[src/rtl/pipe_ctrl.sv]
// Pipeline hazard/stall controller: load-use, flow-change flush, memory wait with timeout, halt.
// Optional SINGLE_STEP_EN adds a step input that releases HALT for one cycle per rising edge.
module pipe_ctrl #(
  parameter int MEM_TIMEOUT = 16
) (
  input  logic        clk,
  input  logic        rst_n,
`ifdef SINGLE_STEP_EN
  input  logic        step,
`endif
  input  logic        flow_change_ID_EX,
  input  logic        hlt_ID_EX,
  input  logic        ld_ID_EX,
  input  logic [3:0]  dst_addr_ID_EX,
  input  logic [3:0]  src0_addr_IM_ID,
  input  logic [3:0]  src1_addr_IM_ID,
  input  logic        src0_used,
  input  logic        src1_used,
  input  logic        mem_req_EX_DM,
  input  logic        mem_rdy,
  output logic        stall_IM_ID,
  output logic        stall_ID_EX,
  output logic        stall_EX_DM,
  output logic        flush_IM_ID,
  output logic        flush_ID_EX,
  output logic        halted,
  output logic        mem_err,
  output logic [15:0] stall_cnt
);

  localparam int TW = $clog2(MEM_TIMEOUT + 1);

  typedef enum logic [1:0] {RUN, MWAIT, HALT} state_e;

  state_e         state_q, state_d;
  logic [TW-1:0]  tmo_q, tmo_d;
  logic           mem_err_q, mem_err_d;
  logic [15:0]    stall_cnt_q, stall_cnt_d;
  logic           load_use, mem_stall_run, tmo_hit, step_go;
  logic           st_im, st_ie, st_ed, fl_im, fl_ie, hl;

  assign load_use = ld_ID_EX && (dst_addr_ID_EX != 4'd0) &&
                    ((src0_used && (src0_addr_IM_ID == dst_addr_ID_EX)) ||
                     (src1_used && (src1_addr_IM_ID == dst_addr_ID_EX)));
  assign mem_stall_run = mem_req_EX_DM && !mem_rdy;
  assign tmo_hit       = (tmo_q == TW'(MEM_TIMEOUT - 1));

`ifdef SINGLE_STEP_EN
  logic step_q;
  always_ff @(posedge clk or negedge rst_n) begin
    if (!rst_n) step_q <= 1'b0;
    else        step_q <= step;
  end
  assign step_go = step && !step_q && !mem_err_q;
`else
  assign step_go = 1'b0;
`endif

  always_ff @(posedge clk or negedge rst_n) begin
    if (!rst_n) begin
      state_q     <= RUN;
      tmo_q       <= '0;
      mem_err_q   <= 1'b0;
      stall_cnt_q <= 16'd0;
    end else begin
      state_q     <= state_d;
      tmo_q       <= tmo_d;
      mem_err_q   <= mem_err_d;
      stall_cnt_q <= stall_cnt_d;
    end
  end

  always_comb begin
    state_d   = state_q;
    tmo_d     = tmo_q;
    mem_err_d = mem_err_q;
    unique case (state_q)
      RUN: begin
        if (mem_stall_run) begin
          state_d = MWAIT;
          tmo_d   = '0;
        end else if (hlt_ID_EX) begin
          state_d = HALT;
        end
      end
      // mem_rdy wins over a timeout landing in the same cycle
      MWAIT: begin
        if (mem_rdy) begin
          state_d = hlt_ID_EX ? HALT : RUN;
        end else if (tmo_hit) begin
          state_d   = HALT;
          mem_err_d = 1'b1;
        end else begin
          tmo_d = tmo_q + TW'(1);
        end
      end
      HALT:    state_d = HALT;
      default: state_d = RUN;
    endcase
  end

  always_comb begin
    st_im = 1'b0;
    st_ie = 1'b0;
    st_ed = 1'b0;
    fl_im = 1'b0;
    fl_ie = 1'b0;
    hl    = 1'b0;
    unique case (state_q)
      RUN, MWAIT: begin
        if ((state_q == RUN && mem_stall_run) || (state_q == MWAIT && !mem_rdy)) begin
          st_im = 1'b1;
          st_ie = 1'b1;
          st_ed = 1'b1;
        end else if (flow_change_ID_EX) begin
          fl_im = 1'b1;
          fl_ie = 1'b1;
        end else if (load_use) begin
          st_im = 1'b1;
          fl_ie = 1'b1;
        end
      end
      HALT: begin
        if (!step_go) begin
          st_im = 1'b1;
          st_ie = 1'b1;
          st_ed = 1'b1;
          hl    = 1'b1;
        end
      end
      default: ;
    endcase
    // outputs are combinational, so gate them explicitly while reset is held
    if (!rst_n) begin
      st_im = 1'b0;
      st_ie = 1'b0;
      st_ed = 1'b0;
      fl_im = 1'b0;
      fl_ie = 1'b0;
      hl    = 1'b0;
    end
  end

  assign stall_cnt_d = (st_im && stall_cnt_q != 16'hFFFF) ? stall_cnt_q + 16'd1 : stall_cnt_q;

  assign stall_IM_ID = st_im;
  assign stall_ID_EX = st_ie;
  assign stall_EX_DM = st_ed;
  assign flush_IM_ID = fl_im;
  assign flush_ID_EX = fl_ie;
  assign halted      = hl;
  assign mem_err     = mem_err_q;
  assign stall_cnt   = stall_cnt_q;

endmodule

[config.mk]
export PLATFORM = sky130hd
export DESIGN_NAME = pipe_ctrl
export DESIGN_NICKNAME = d
export VERILOG_FILES = /design/src/rtl/pipe_ctrl.sv
export SDC_FILE = /design/constraint.sdc
export NUM_CORES = 1
export LEC_CHECK = 0
export CAP_MARGIN = 20
export CORE_ASPECT_RATIO = 0.75
export CORE_MARGIN = 5
export CORE_UTILIZATION = 35
export CTS_CLUSTER_DIAMETER = 150
export CTS_CLUSTER_SIZE = 10
export DETAILED_ROUTE_END_ITERATION = 10
export GPL_ROUTABILITY_DRIVEN = 0
export PLACE_DENSITY_LB_ADDON = 0.1
export SLEW_MARGIN = 5
export SYNTH_ARGS = -nofsm -noshare
export SYNTH_HDL_FRONTEND = slang
export SYNTH_SLANG_ARGS = --single-unit
[constraint.sdc]
create_clock -name clk -period 4.8 [get_ports clk]
set_input_delay 1.2 -clock clk [delete_from_list [all_inputs] [get_ports clk]]
set_output_delay 1.2 -clock clk [all_outputs]
set_load 0.03 [all_outputs]
==> results.sh, run 1 <==
export IMPL_status="complete, no violations"
export IMPL_rows=20
export IMPL_maxCapViolCount=0
export IMPL_htreeDepth=1
export IMPL_slew_headroom=0.593
export IMPL_drc=0
export IMPL_crit_path_end_kind="output pin"
export IMPL_fin_tns_setup_ps=0
export IMPL_hp_class="reg2reg"
export IMPL_max_freq_mhz=224
export IMPL_rsz0062_at_grt="no"
export IMPL_seqCellArea_sq_um=601
export IMPL_ys_ff_latch=24
export IMPL_cp_buffers_inverters=2
export IMPL_port_buffers=43
export IMPL_chipWidth_um=85.5
export IMPL_holdBufCountCts=0
export IMPL_critical_path_top_delay_family="buffers and inverters"
export IMPL_grt_max_degree=17
export IMPL_cts_buffers=3
export IMPL_ys_warn_count=0
export IMPL_setup_ws_ps=346
export IMPL_ys_seq_area_frac=0.402
export IMPL_cts_resized=0
export IMPL_worst_pin_slew_ps=609
export IMPL_hold_depth=2
export IMPL_initial_utilization=0.367
export IMPL_power_density_nw_per_um2=417
export IMPL_track_usage=0.133
export IMPL_diodes=0
export IMPL_post_place_ws_ps=347
export IMPL_io_pins=44
export IMPL_dr_first_iter_drc_count=31
export IMPL_viasPerCell=4.96
export IMPL_antenna_left=0
export IMPL_final_max_slew_viol_count=0
export IMPL_fin_crit_sh=0.928
export IMPL_setup_viol=0
export IMPL_clock_latency_ps=260
export IMPL_cp_max_fo=3
export IMPL_r2r_setup_slack_ps=2600
export IMPL_overflow=0
export IMPL_fp_dieH_um=66.6
export IMPL_clk_pin_slew_ps=80
export IMPL_fin_crit_ps=4450
export IMPL_area_growth_pct=36.5
export IMPL_crit_top_cell="clkdlybuf4s50_1"
export IMPL_skew_ps=3.33
export IMPL_syn_nets=168
export IMPL_fin_nets=213
export IMPL_cts_setup_buffers=0
export IMPL_r2r_cells=6
export IMPL_peakVddDrop_mv=0.247
export IMPL_clockBufferDepth=2
export IMPL_worstReg2RegStart="state_q[0]$_DFFE_PN0P_"
export IMPL_hold_end="mem_err$_DFFE_PN0P_"
export IMPL_critPathMaxStageDelay_ps=600
export IMPL_avgSynthCellArea_sq_um=10.4
export IMPL_netlist_area_sq_um=1500
export IMPL_criticalPathCategory="in2out"
export IMPL_slowest_stage="clkdlybuf4s50_1"
export IMPL_start_kind="input port"
export IMPL_dpl_hpwl_um=2730
export IMPL_fill_cells=367
export IMPL_hold_viol=0
export IMPL_grt_pass1_wl_um=6110
export IMPL_cts_sinks=24
export IMPL_cts_tree="done"
export IMPL_cts_root_buf="clkbuf_8"
export IMPL_cp_depth=6
export IMPL_arrival_ps=3250
export IMPL_crit_path_start="dst_addr_ID_EX[1]"
export IMPL_drive_gt1_frac=0.149
export IMPL_dr_pass1_iters=4
export IMPL_grt_antenna_before_repair=0
export IMPL_wl_per_cell_um=14.2
export IMPL_syn_inst=144
export IMPL_final_cell_mix="40 x clkdlybuf4s50_1, 24 x dfrtp_1, 18 x xor2_1"
export IMPL_hold_start="mem_err$_DFFE_PN0P_"
export IMPL_ys_types=36
export IMPL_crit_required_ps=3600
export IMPL_multiInputGateArea_sq_um=813
export IMPL_worstPathCellList="clkdlybuf4s50_1, o41a_1, nand3_1, nor4_2, o311a_1, clkdlybuf4s50_1"
export IMPL_vias=1205
export IMPL_dieArea_sq_um=5690
export IMPL_routed_wl_um=3440
export IMPL_core_area_sq_um=4080
export IMPL_grt_pass1_vias=1278
export IMPL_leakagePower_nw=0.869
export IMPL_r2r_end="stall_cnt[12]$_DFFE_PN0P_"
export IMPL_final_common_cell="clkdlybuf4s50_1"
cell type report:
type	instances	area share
Sequential cell	24	0.294
Clock buffer	3	0.0202
Tap cell	55	0.0337
Timing Repair Buffer	46	0.218
Clock inverter	1	0.0147
Inverter	11	0.0202
Multi-Input combinational cell	103	0.399
flip-flops by register name, summed over array words and instances (netlist names):
signal and cells:
state_q 2, tmo_q 5, stall_cnt 16, mem_err 1
cell usage after synthesis (all sizes together):
cell     number  area share
nor2          7       0.019
nor3b         1      0.0084
a2bb2oi       1      0.0059
o311a         1      0.0067
a211oi       10       0.077
and3b         1      0.0059
nand2        14       0.035
dfrtp        24        0.40
nand3b        1      0.0050
or2           1      0.0042
xnor2         5       0.029
nor4          3       0.021
inv          11       0.028
nand3        10       0.033
ha            3       0.025
xor2         18        0.11
a21oi         6       0.020
nand4         3       0.013
o41a          1      0.0075
mux2          2       0.015
o21ai         4       0.021
and3          5       0.021
a2111oi       2       0.037
buf           5       0.024
o22ai         1      0.0042
o31ai         1      0.0050
o21bai        1       0.013
clkbuf        1      0.0025
o21ba         1      0.0067
cell families (layout without fill, tap and decap cells):
group,count (synthesis),count (layout),share of synthesized area
xor+xnor,23,23,0.135
flops,24,24,0.402
compound gates,29,29,0.203
buf+inv,17,61,0.0544
simple gates,46,46,0.166
fa+ha+maj,3,3,0.0251
mux,2,2,0.0151
worst min-delay path: stages, from the launching register on:
cell and delay (ps):
dfrtp_1 360, inv_1 40, o31ai_1 50
metrics by stage:
step	area (sq um)	utilization	hold slack, ps	instances	total power, mW
after floorplan	1500	-	497	144	0.541
after global routing	2040	0.500	520	243	0.905
after CTS	2040	0.500	490	243	0.862
after global placement	1970	0.483	452	239	0.675
final	2040	0.500	480	243	0.851
after detailed placement	1970	0.483	465	239	0.678
where the power goes:
group | internal (mW) | switching [mW] | leakage (nW)
Combinational | 0.147 | 0.211 | 0.534
Sequential | 0.250 | 0.0678 | 0.299
Clock | 0.111 | 0.0634 | 0.0357
Total | 0.509 | 0.342 | 0.869
per-layer routing:
metal / GRT usage / vias up / share of wire
met5: 0 / - / 0
met1: 0.181 / 586 / 0.49
li1: - / 594 / -
met4: 0.0178 / 0 / 0.0038
met2: 0.217 / 23 / 0.47
met3: 0.0371 / 2 / 0.042
how the worst max path moves through the flow:
| stage | slack, ps | to |
|---|---|---|
| after global routing | 250 | flush_ID_EX |
| after detailed placement | 350 | flush_ID_EX |
| final | 350 | flush_ID_EX |
| after floorplan | 1110 | stall_ID_EX |
| after CTS | 340 | flush_ID_EX |
| after global placement | 390 | flush_ID_EX |
(Power assumes the default switching activity.)
==> run 2: changes to the inputs <==
--- a/config.mk
+++ b/config.mk
@@ -8,7 +8,7 @@
 export CAP_MARGIN = 20
 export CORE_ASPECT_RATIO = 0.75
 export CORE_MARGIN = 5
-export CORE_UTILIZATION = 35
+export CORE_UTILIZATION = 41
 export CTS_CLUSTER_DIAMETER = 150
 export CTS_CLUSTER_SIZE = 10
 export DETAILED_ROUTE_END_ITERATION = 10
==> results.sh, run 2 (synthesis results as in run 1) <==
export IMPL_status="complete, no violations"
export IMPL_hp_class="reg2reg"
export IMPL_skew_ps=2.00
export IMPL_clock_latency_ps=270
export IMPL_maxCapViolCount=0
export IMPL_antenna_left=0
export IMPL_drive_gt1_frac=0.149
export IMPL_cp_max_fo=3
export IMPL_final_common_cell="clkdlybuf4s50_1"
export IMPL_final_core_util=0.567
export IMPL_cp_buffers_inverters=2
export IMPL_final_cell_mix="40 x clkdlybuf4s50_1, 24 x dfrtp_1, 18 x xor2_1"
export IMPL_hold_end="mem_err$_DFFE_PN0P_"
export IMPL_worstPathCellList="clkdlybuf4s50_1, o41a_1, nand3_1, nor4_2, o311a_1, clkdlybuf4s50_1"
export IMPL_peakVddDrop_mv=0.304
export IMPL_slowest_stage="clkdlybuf4s50_1"
export IMPL_crit_path_end_kind="output pin"
export IMPL_clockBufferDepth=2
export IMPL_dr_pass1_iters=4
export IMPL_fin_tns_setup_ps=0
export IMPL_diodes=0
export IMPL_r2r_cells=6
export IMPL_r2r_end="stall_cnt[12]$_DFFE_PN0P_"
export IMPL_fin_nets=213
export IMPL_hold_start="mem_err$_DFFE_PN0P_"
export IMPL_port_buffers=43
export IMPL_initial_utilization=0.417
export IMPL_critical_path_top_delay_family="buffers and inverters"
export IMPL_grt_max_degree=25
export IMPL_crit_required_ps=3600
export IMPL_grt_pass1_vias=1226
export IMPL_routed_wl_um=3330
export IMPL_criticalPathCategory="in2out"
export IMPL_fp_dieH_um=62.3
export IMPL_cts_root_buf="clkbuf_8"
export IMPL_whs_ps=487
export IMPL_dieArea_sq_um=4970
export IMPL_core_area_sq_um=3590
export IMPL_worstReg2RegStart="state_q[0]$_DFFE_PN0P_"
export IMPL_final_max_slew_viol_count=0
export IMPL_total_power_mw=0.853
export IMPL_cts_sinks=24
export IMPL_chipWidth_um=79.7
export IMPL_largest_reg_flops=16
export IMPL_clk_pin_slew_ps=90
export IMPL_dr_first_iter_drc_count=60
export IMPL_cts_buffers=3
export IMPL_overflow=0
export IMPL_fin_crit_sh=0.921
export IMPL_io_pins=44
export IMPL_viasPerCell=4.94
export IMPL_crit_top_cell="clkdlybuf4s50_1"
export IMPL_r2r_setup_slack_ps=2670
export IMPL_track_usage=0.142
export IMPL_max_freq_mhz=226
export IMPL_critPathMaxStageDelay_ps=600
export IMPL_worst_pin_slew_ps=487
export IMPL_finalNonFillerCells=240
export IMPL_hold_viol=0
export IMPL_area_growth_pct=36.2
export IMPL_rows=19
export IMPL_drc=0
export IMPL_grt_pass1_wl_um=5800
export IMPL_setup_viol=0
export IMPL_start_kind="input port"
export IMPL_fin_crit_ps=4420
export IMPL_rsz0062_at_grt="no"
export IMPL_hold_depth=2
export IMPL_placed_cells=236
export IMPL_holdBufCountCts=0
export IMPL_cts_tree="done"
export IMPL_arrival_ps=3220
export IMPL_cts_resized=0
export IMPL_slew_headroom=0.674
export IMPL_power_density_nw_per_um2=419
export IMPL_wl_per_cell_um=13.9
export IMPL_cts_setup_buffers=0
export IMPL_crit_path_start="dst_addr_ID_EX[0]"
export IMPL_htreeDepth=1
export IMPL_dpl_hpwl_um=2610
export IMPL_grt_antenna_before_repair=0
export IMPL_leakagePower_nw=0.868
export IMPL_vias=1185
run 2: final cells by class:
| type | instances | area [sq um] |
|---|---|---|
| multi-input combinational | 103 | 813 |
| clock buffer | 3 | 41.3 |
| clock inverter | 1 | 30.0 |
| tap | 52 | 65.1 |
| timing repair buffer | 46 | 445 |
| fill | 332 | 1550 |
| inverter | 11 | 41.3 |
| sequential | 24 | 601 |
run 2: metal layers:
| metal | GRT usage | wire, um |
|---|---|---|
| met1 | 0.216 | 1700 |
| met2 | 0.196 | 1470 |
| met3 | 0.0419 | 145 |
| met4 | 0.0338 | 15 |
| met5 | 0 | 0 |
run 2: how the worst max path moves through the flow:
| stage | to | cells past startpoint |
|---|---|---|
| floorplan | stall_ID_EX | 7 |
| CTS | flush_ID_EX | 6 |
| finish | flush_ID_EX | 6 |
| global placement | flush_ID_EX | 6 |
| detailed placement | flush_ID_EX | 6 |
| global route | flush_ID_EX | 6 |
run 2: where the power goes:
group	switching, mW	internal (mW)
Sequential	0.0667	0.250
Combinational	0.211	0.147
Clock	0.0669	0.111
run 2: worst reg2reg max path: cells and delay by family (launching register included):
kind	cells	cell delay (ps)
AO/OA/AOI/OAI	2	330
multiplexers	1	270
AND/OR/NAND/NOR	2	640
buffers and inverters	1	290
flip-flops	1	480
run 2: through the flow:
stage,instance area [sq um],worst slack (ps)
finish,2040,378
global route,2040,268
CTS,2040,366
detailed placement,1970,378
global placement,1970,394
floorplan,1500,1110
